===== config.mk =====
export PLATFORM = sky130hd
export DESIGN_NAME = shift_share_arbiter
export DESIGN_NICKNAME = d
export VERILOG_FILES = /design/src/rtl/shift_share_pkg.sv /design/src/rtl/rr_arbiter.sv /design/src/rtl/shift_share_arbiter.sv
export SDC_FILE = /design/constraint.sdc
export NUM_CORES = 1
export LEC_CHECK = 0
export ABC_AREA = 1
export BUFFER_PORTS_ARGS = -buffer_cell sky130_fd_sc_hd__buf_4
export CAP_MARGIN = 30
export CORE_MARGIN = 1
export CORE_UTILIZATION = 39
export DETAILED_ROUTE_END_ITERATION = 6
export HOLD_SLACK_MARGIN = 0.03
export PLACE_DENSITY = 0.7
export SETUP_SLACK_MARGIN = 0.3
export SLEW_MARGIN = 25
export SYNTH_ARGS = -nofsm -noshare
export SYNTH_HDL_FRONTEND = slang
export SYNTH_HIERARCHICAL = 1
export SYNTH_SLANG_ARGS = --single-unit

===== constraint.sdc =====
create_clock -name clk -period 4.6 [get_ports clk]
set_input_delay 0.92 -clock clk [delete_from_list [all_inputs] [get_ports clk]]
set_output_delay 0.92 -clock clk [all_outputs]
set_load 0.1 [all_outputs]

===== src/rtl/shift_share_pkg.sv =====
// Shared types and helpers for the shift_share_arbiter block.
// stage_t describes one shifter pipeline stage in the default configuration.
package shift_share_pkg;

  localparam int BITWIDTH_DEF = 32;
  localparam int NUM_REQ_DEF  = 4;
  localparam int LATENCY_DEF  = 2;

  // Tag width is never allowed to collapse to zero bits.
  function automatic int tag_width(input int n);
    return (n <= 2) ? 1 : $clog2(n);
  endfunction

  localparam int TAG_W = tag_width(NUM_REQ_DEF);

  typedef struct packed {
    logic                    valid;
    logic [TAG_W-1:0]        tag;
    logic [BITWIDTH_DEF-1:0] data;
  } stage_t;

endpackage


===== src/rtl/rr_arbiter.sv =====
// Combinational round-robin picker: first requester at or after ptr, wrapping.
module rr_arbiter #(
  parameter int N  = 4,
  parameter int IW = (N <= 2) ? 1 : $clog2(N)
) (
  input  logic [N-1:0]  req,
  input  logic [IW-1:0] ptr,
  output logic [N-1:0]  gnt,
  output logic [IW-1:0] gnt_idx
);

  logic found;
  int   idx;

  always_comb begin
    gnt     = '0;
    gnt_idx = '0;
    found   = 1'b0;
    idx     = 0;
    for (int off = 0; off < N; off++) begin
      idx = int'(ptr) + off;
      if (idx >= N) idx = idx - N;
      if (!found && req[idx]) begin
        found    = 1'b1;
        gnt[idx] = 1'b1;
        gnt_idx  = IW'(idx);
      end
    end
  end

endmodule


===== src/rtl/shift_share_arbiter.sv =====
// One pipelined left shifter shared by NUM_REQ joined lhs/rhs requesters, results tagged back.
// Define SHIFT_SHARE_STATS_EN to add the saturating stall_cycles counter output.
module shift_share_arbiter
  import shift_share_pkg::*;
#(
  parameter int BITWIDTH = BITWIDTH_DEF,
  parameter int NUM_REQ  = NUM_REQ_DEF,
  parameter int LATENCY  = LATENCY_DEF
) (
  input  logic                        clk,
  input  logic                        rst,
  input  logic [NUM_REQ*BITWIDTH-1:0] lhs,
  input  logic [NUM_REQ-1:0]          lhs_valid,
  input  logic [NUM_REQ*BITWIDTH-1:0] rhs,
  input  logic [NUM_REQ-1:0]          rhs_valid,
  input  logic [NUM_REQ-1:0]          result_ready,
  output logic [BITWIDTH-1:0]         result,
  output logic [NUM_REQ-1:0]          result_valid,
  output logic [NUM_REQ-1:0]          lhs_ready,
  output logic [NUM_REQ-1:0]          rhs_ready
`ifdef SHIFT_SHARE_STATS_EN
  ,
  output logic [31:0]                 stall_cycles
`endif
);

  localparam int TW = tag_width(NUM_REQ);

  typedef struct packed {
    logic                valid;
    logic [TW-1:0]       tag;
    logic [BITWIDTH-1:0] data;
  } pipe_stage_t;

  pipe_stage_t         pipe_q [LATENCY];
  pipe_stage_t         stage0_d;
  pipe_stage_t         tail;
  logic [TW-1:0]       rr_ptr_q, rr_ptr_d;
  logic                run_q;
  logic [NUM_REQ-1:0]  eligible, gnt;
  logic [TW-1:0]       gnt_idx;
  logic                stall, accept;
  logic [BITWIDTH-1:0] lhs_sel, rhs_sel;

  assign tail  = pipe_q[LATENCY-1];
  assign stall = tail.valid & ~result_ready[tail.tag];

  // run_q keeps every ready low for the first cycle after reset release.
  assign eligible = lhs_valid & rhs_valid & {NUM_REQ{run_q}};

  rr_arbiter #(.N(NUM_REQ), .IW(TW)) u_rr (
    .req     (eligible),
    .ptr     (rr_ptr_q),
    .gnt     (gnt),
    .gnt_idx (gnt_idx)
  );

  assign accept    = ~stall & (|eligible);
  assign lhs_ready = accept ? gnt : '0;
  assign rhs_ready = accept ? gnt : '0;

  assign lhs_sel = lhs[int'(gnt_idx)*BITWIDTH +: BITWIDTH];
  assign rhs_sel = rhs[int'(gnt_idx)*BITWIDTH +: BITWIDTH];

  always_comb begin
    stage0_d.valid = accept;
    stage0_d.tag   = gnt_idx;
    stage0_d.data  = (rhs_sel >= BITWIDTH'(BITWIDTH)) ? '0 : (lhs_sel << rhs_sel);
    rr_ptr_d       = (int'(gnt_idx) == NUM_REQ - 1) ? '0 : gnt_idx + 1'b1;
  end

  always_ff @(posedge clk or negedge rst) begin
    if (!rst) begin
      rr_ptr_q <= '0;
      run_q    <= 1'b0;
    end else begin
      run_q <= 1'b1;
      if (accept) rr_ptr_q <= rr_ptr_d;
    end
  end

  // A stall freezes every stage, bubbles included, so issue order is preserved.
  generate
    for (genvar gi = 0; gi < LATENCY; gi++) begin : g_pipe
      if (gi == 0) begin : g_head
        always_ff @(posedge clk or negedge rst) begin
          if (!rst)        pipe_q[gi] <= '0;
          else if (!stall) pipe_q[gi] <= stage0_d;
        end
      end else begin : g_body
        always_ff @(posedge clk or negedge rst) begin
          if (!rst)        pipe_q[gi] <= '0;
          else if (!stall) pipe_q[gi] <= pipe_q[gi-1];
        end
      end
    end
  endgenerate

  assign result = tail.data;

  generate
    for (genvar gi = 0; gi < NUM_REQ; gi++) begin : g_rv
      assign result_valid[gi] = tail.valid & (tail.tag == TW'(gi));
    end
  endgenerate

`ifdef SHIFT_SHARE_STATS_EN
  logic [31:0] stall_cycles_q;

  always_ff @(posedge clk or negedge rst) begin
    if (!rst)                                  stall_cycles_q <= '0;
    else if (stall && (stall_cycles_q != '1)) stall_cycles_q <= stall_cycles_q + 32'd1;
  end

  assign stall_cycles = stall_cycles_q;
`endif

endmodule

; ---- Word level (Yosys, flattened, before mapping)
; Cells that the tools add are included.
[totals]
ram_bits = 0
out_inout_bits = 44
regBits = 73
romBits = 0
latch_bits = 0
in_bits = 270
elab_cells = 102
memories = 0
[op_classes]
addsub = 8
div_mod_pow = 0
eq_ne = 4
mux = 40
n_bitwise = 13
n_mul = 0
order_cmp = 14
shifts = 3
reduce_logical = 12
[ops]
columns = op, n
row1 = $shiftx A128 B8 Y32, 2
row2 = $mux W32, 5
row3 = $ge A32 B1 Y1 const B, 4
row4 = $lt A32 B4 Y1 const B, 4
row5 = $ge A32 B4 Y1 const B, 3
row6 = $sub A32 B4 Y32 const B, 3
row7 = $ge A32 B6 Y1 const B, 1
row8 = $shl A32 B32 Y32, 1
row9 = $mux W4, 5
row10 = $mux W1, 16
row11 = $or A4 B4 Y4, 3
row12 = $bmux W1 S2, 5
row13 = $mux W2, 5
row14 = $and A4 B4 Y4, 2
row15 = $demux W1 S2, 4
row16 = $logic_and A1 B1 Y1, 7
row17 = $add A2 B2 Y3 const B, 2
row18 = $and A1 B1 Y1, 6
row19 = $eq A2 B1 Y1 const B, 2
row20 = $eq A2 B2 Y1 const B, 2
row21 = $reduce_or A4 Y1, 1
row22 = $sub A2 B3 Y4 const B, 1
row23 = $add A2 B1 Y3 const B, 1
row24 = $ge A2 B3 Y1 const B, 1
row25 = other kinds (5), 8

; ---- Logic depth before layout (Yosys ltp)
[logic_depth]
word_depth = 18
depth_mapped = 31
depth_no_buf = 29

; ---- Cells and area by module
; The synthesis kept the hierarchy.
[modules_own_cells]
columns = mod, seq_area_each_um2, cells_per_inst, n_inst, area_each_um2
row1 = shift_share_arbiter, 1826.8, 1263, 1, 7193.1
row2 = rr_arbiter, 0.0, 76, 1, 464.2

; ---- Worst setup path before layout
; No wires, ideal clock.
[synth_path]
path_kind = input-to-output
from = input lhs_valid[3]
to = output rhs_ready[1]
cell_stages = 13
arrival_time_ps = 3556
n_path_buf = 2
required_time_ps = 3680
path_slack_ps = 124
path_cell_list = nand3_1 -> inv_1 -> inv_1 -> nand2_1 -> nand3_2 -> nand2_4 -> nor2_4 -> buf_6 -> nand3_1 -> nand3_1 -> inv_1 -> nor2_1 -> buf_4
[synth_via]
elab_chain_cells = 16
elab_cells_between_ends = 33
classes_between = 20 x mux / 6 x bitwise / 7 x reduce/logical
[synth_lines]
columns = element, line_no
row1 = from (decl), shift_share_arbiter.sv:13  ; input logic [NUM_REQ-1:0] lhs_valid,
row2 = $and A4 B4 Y4 (*) (2 in series), shift_share_arbiter.sv:49  ; assign eligible = lhs_valid & rhs_valid & {NUM_REQ{run_q}};
row3 = net eligible[3], shift_share_arbiter.sv:40  ; logic [NUM_REQ-1:0] eligible, gnt;
row4 = $bmux W1 S2, rr_arbiter.sv:23  ; if (!found && req[idx]) begin
row5 = $mux W1 (not written as such) (2 in series), rr_arbiter.sv:23
row6 = $mux W1, rr_arbiter.sv:23
row7 = $logic_not A1 Y1, rr_arbiter.sv:23
row8 = $logic_and A1 B1 Y1, rr_arbiter.sv:23
row9 = $mux W1, rr_arbiter.sv:23
row10 = $logic_not A1 Y1, rr_arbiter.sv:23
row11 = $logic_and A1 B1 Y1, rr_arbiter.sv:23
row12 = $mux W1, rr_arbiter.sv:23
row13 = $logic_not A1 Y1, rr_arbiter.sv:23
row14 = $logic_and A1 B1 Y1, rr_arbiter.sv:23
row15 = $mux W4 (*), rr_arbiter.sv:23
row16 = net gnt[1], shift_share_arbiter.sv:40
row17 = $mux W4 (*), -
row18 = to (decl), shift_share_arbiter.sv:20  ; output logic [NUM_REQ-1:0] rhs_ready
; The timed path passes the listed nets; every way through them passes the cells marked *. The select of a mux whose other input is x is not followed.

; ---- Worst setup path in the final report
[layout_path]
from = input lhs_valid[1]
to = register pipe_q[57] (netlist name)
[layout_via]
elab_chain_cells = 18
elab_cells_between_ends = 32
classes_between = 1 x order compare / 3 x shift / 20 x mux / 2 x bitwise / 6 x reduce/logical
[layout_lines]
columns = element, line_no
row1 = $and A4 B4 Y4 (*) (2 in series), shift_share_arbiter.sv:49
row2 = net eligible[1], shift_share_arbiter.sv:40
row3 = $bmux W1 S2, rr_arbiter.sv:23
row4 = $mux W1 (not written as such) (2 in series), rr_arbiter.sv:23
row5 = $mux W1, rr_arbiter.sv:23
row6 = $logic_not A1 Y1, rr_arbiter.sv:23
row7 = $logic_and A1 B1 Y1, rr_arbiter.sv:23
row8 = $mux W1, rr_arbiter.sv:23
row9 = [2 not listed], -
row10 = $mux W1, rr_arbiter.sv:23
row11 = $logic_not A1 Y1, rr_arbiter.sv:23
row12 = $logic_and A1 B1 Y1, rr_arbiter.sv:23
row13 = $mux W2 (*), rr_arbiter.sv:23
row14 = net gnt_idx[0], shift_share_arbiter.sv:41  ; logic [TW-1:0] gnt_idx;
row15 = $shiftx A128 B8 Y32 (on tied branches), "shift_share_arbiter.sv:63, shift_share_arbiter.sv:62"
row16 = $ge A32 B6 Y1 or $shl A32 B32 Y32 (tied branches), shift_share_arbiter.sv:68  ; stage0_d.data = (rhs_sel >= BITWIDTH'(BITWIDTH)) ? '0 : (lhs_sel << rhs_sel);
row17 = $mux W32 (*), shift_share_arbiter.sv:68
row18 = "to (signal, indexed assignment)", shift_share_arbiter.sv:88  ; else if (!stall) pipe_q[gi] <= stage0_d;
row19 = to (decl), shift_share_arbiter.sv:35  ; pipe_stage_t pipe_q [LATENCY];
; Marks and branches as above.
; A chain may end at the register's enable or synchronous reset.

==> metrics.cfg <==
[run_status]
status = completed

[clock_tree]
cts_tree = yes
clock_latency_ps = 330
root_buffer = clkbuf_16
cts_buffer_depth = 2
hold_buffers = 0
clkSinkCount = 73
numCtsBuffers = 9
htreeDepth = 3
path_clk_slew_ps = 60

[die]
core_mm2 = 0.01896
die-area_mm2 = 0.02020
io_pins = 314
initial_core_util_pct = 40.40
fp.dieW_um = 142.1
num_rows = 50
fp.dieH_um = 142.1

[route]
drc = 0
drt-total-wl_mm = 29.91
drt-vias-per-instance = 5.225
wl_per_cell_um = 16.06
dr.pass1.iters = 7
drtIter0Drc = 813
vias = 9734
ant_nets = 0

[finish]
syn_to_final_growth_pct = 37.01
post-route-util_pct = 55.35
drive_above_1_share_pct = 26.17
final_area_mm2 = 0.01049
finalNetCount = 1875

[placed_design]
io_buffers = 313
dpl.hpwl_mm = 23.32
gp_congestion = 0.9118
placed_cell_area_mm2 = 0.01001

[global_routing]
grt_start_max_net_pins = 74
antenna_found_initial = 2
grt_pass1_wl_mm = 46.32
grt_overflow = 0
grtUsageTotal_pct = 29.25
grt_pass1_vias = 8909

[timing]
finalHoldViolCount = 0
grt_setup_unrepaired = false
max_slew.worst_pin.slew_ps = 669.2
fmax_ghz = 0.2480
relSlewSlack_pct = 55.39
fin_worst_skew_ps = 5.318
fin_setup_tns_ps = 0
final.min_clock_period_ps = 4033
final_max_slew_viol_count = 0
setup_viol = 0
finalCritPeriodShare_pct = 87.67

[synthesis]
syn-num-nets = 1618
postSynthAreaPerCell_um2 = 5.719
yosys_warnings = 6
synth_seq_cells = 73
synth_cells = 1339
ys_seq_area_share_pct = 23.86
synthDominantCellAreaShare_pct = 29.46
synth_area_mm2 = 0.007657
synth.area.top_cells = nand2_1, dfrtp_1, nand3_1
yosysTopAreaCell = nand2_1
ys_types = 39

[critical_path]
arrival_ps = 4290
critPathRequiredTime_ps = 4860
path_class = in -> reg
setup.worst_path.start_class = primary input
worstSetupEndpointType = register
cp_max_fo = 29
critical-path-slowest-cell = or2_1
slowest_delay_ps = 240
crit_top_cell = nand2_1

[run]
cap_violations = 0

[worst_hold_path]
min_path_type = reg -> reg

[critical path, delay by kind of cell]
family | cells | cell delay (ps)
and+or+nand+nor | 24 | 2480
AOI/OAI and AO/OA | 1 | 160
buffers and inverters | 6 | 700
[registers in the layout (all words and copies together) (netlist names)]
register and flops:
result 32, pipe_q 38, run_q 1, rr_ptr_q 2
[placed cells by master, fill, tap and decap left out, types with 2 or more instances in the layout]
cell / n
inv_2: 10
diode_2: 2
buf_12: 4
nand3_1: 141
inv_1: 43
a32oi_1: 3
nand3b_1: 13
a21boi_0: 4
bufinv_16: 2
a31oi_1: 2
nand2_4: 2
dfrtp_1: 73
nand4_1: 19
nand2_1: 600
a32oi_2: 3
nand3_2: 4
nor2_1: 111
nand2_2: 12
o21ai_0: 25
buf_6: 2
nand3_4: 2
clkinv_4: 2
a21oi_1: 64
o211ai_1: 2
ha_1: 9
o21ai_1: 23
inv_6: 2
o22ai_1: 7
a22oi_1: 22
nor2_2: 3
nor3_1: 15
nor2_4: 4
clkbuf_16: 10
buf_4: 349
[cells in the mapped netlist]
| cell type | n |
|---|---|
| inv_2 | 11 |
| clkbuf_1 | 30 |
| o21ai_0 | 25 |
| a32oi_1 | 4 |
| a32oi_2 | 2 |
| nand2_2 | 11 |
| o41ai_1 | 1 |
| nand2_4 | 2 |
| inv_1 | 44 |
| o211ai_1 | 2 |
| a21boi_0 | 4 |
| nor2_8 | 1 |
| ha_1 | 9 |
| nand2_1 | 601 |
| buf_1 | 3 |
| a21oi_4 | 1 |
| mux2_2 | 1 |
| a21oi_1 | 65 |
| buf_2 | 33 |
| buf_6 | 6 |
| o221ai_1 | 1 |
| buf_4 | 40 |
| nor2_4 | 3 |
| o21ai_1 | 23 |
| conb_1 | 1 |
| or2_1 | 1 |
| a31oi_1 | 2 |
| a22oi_1 | 22 |
| nand3b_1 | 13 |
| nor3_1 | 15 |
| dfrtp_1 | 73 |
| nand4_1 | 19 |
| o22ai_1 | 7 |
| o31ai_1 | 1 |
| nand3_2 | 4 |
| nor2_2 | 3 |
| nor2_1 | 111 |
| o2111ai_1 | 1 |
| nand3_1 | 143 |
[final timing paths]
kind,from,endpoint,slack (ps),depth (start not counted)
worst min register to register,pipe_q[69],pipe_q[34],450,2
worst min-delay path,pipe_q[69],pipe_q[34],450,2
worst max-delay path,lhs_valid[1],pipe_q[57],570,31
worst max register to register,rr_ptr_q[1],pipe_q[57],630,29
min in group asynchronous,rst,result[11],520,1
max in group asynchronous,rst,pipe_q[55],3520,2
[per-stage QoR]
| stage | instances | setup slack, ps | hold WS (ps) |
|---|---|---|---|
| floorplan | 1339 | 123.6 | 419.8 |
| global placement | 1835 | 191.0 | 432.5 |
| detailed placement | 1835 | 151.9 | 436.7 |
| CTS | 1851 | 478.3 | 452.5 |
| global route | 1863 | 296.4 | 472.8 |
| finish | 1863 | 567.1 | 454.2 |
[area by class of cell]
cell class	count	area, um^2
diodes	2	5.005
clock buffers	9	225.2
clock inverters	7	102.6
fillers	1944	8464
inverters	55	214.0
multi-input cells	1100	5017
flip-flops and latches	73	1827
well taps	260	325.3
repair buffers	357	2775
[repair_timing]
action / in CTS / in global routing
gates resized for setup: 0 / 12
setup buffers: 0 / 7
endpoints found under the setup margin: 0 / 28
[metal layers]
metal | global-route usage, % | part of all wire (%)
met1 | 39.48 | 44
met5 | 0 | 0
met3 | 4.677 | 7.9
met2 | 47.32 | 45
met4 | 9.847 | 2.9
[cells by family after synthesis]
kind of cell | Yosys count | share of synthesized area [%]
AO/OA/AOI/OAI | 161 | 12.40
AND/OR/NAND/NOR | 927 | 50.80
multiplexers | 1 | 0.1470
flip-flops | 73 | 23.86
buffers and inverters | 167 | 11.27
adder cells (fa/ha/maj) | 9 | 1.471
other | 1 | 0.04897
Power is left out: the tool's default activity adds up to more than one toggle a clock period on the data nets, which glitch-free logic cannot reach.
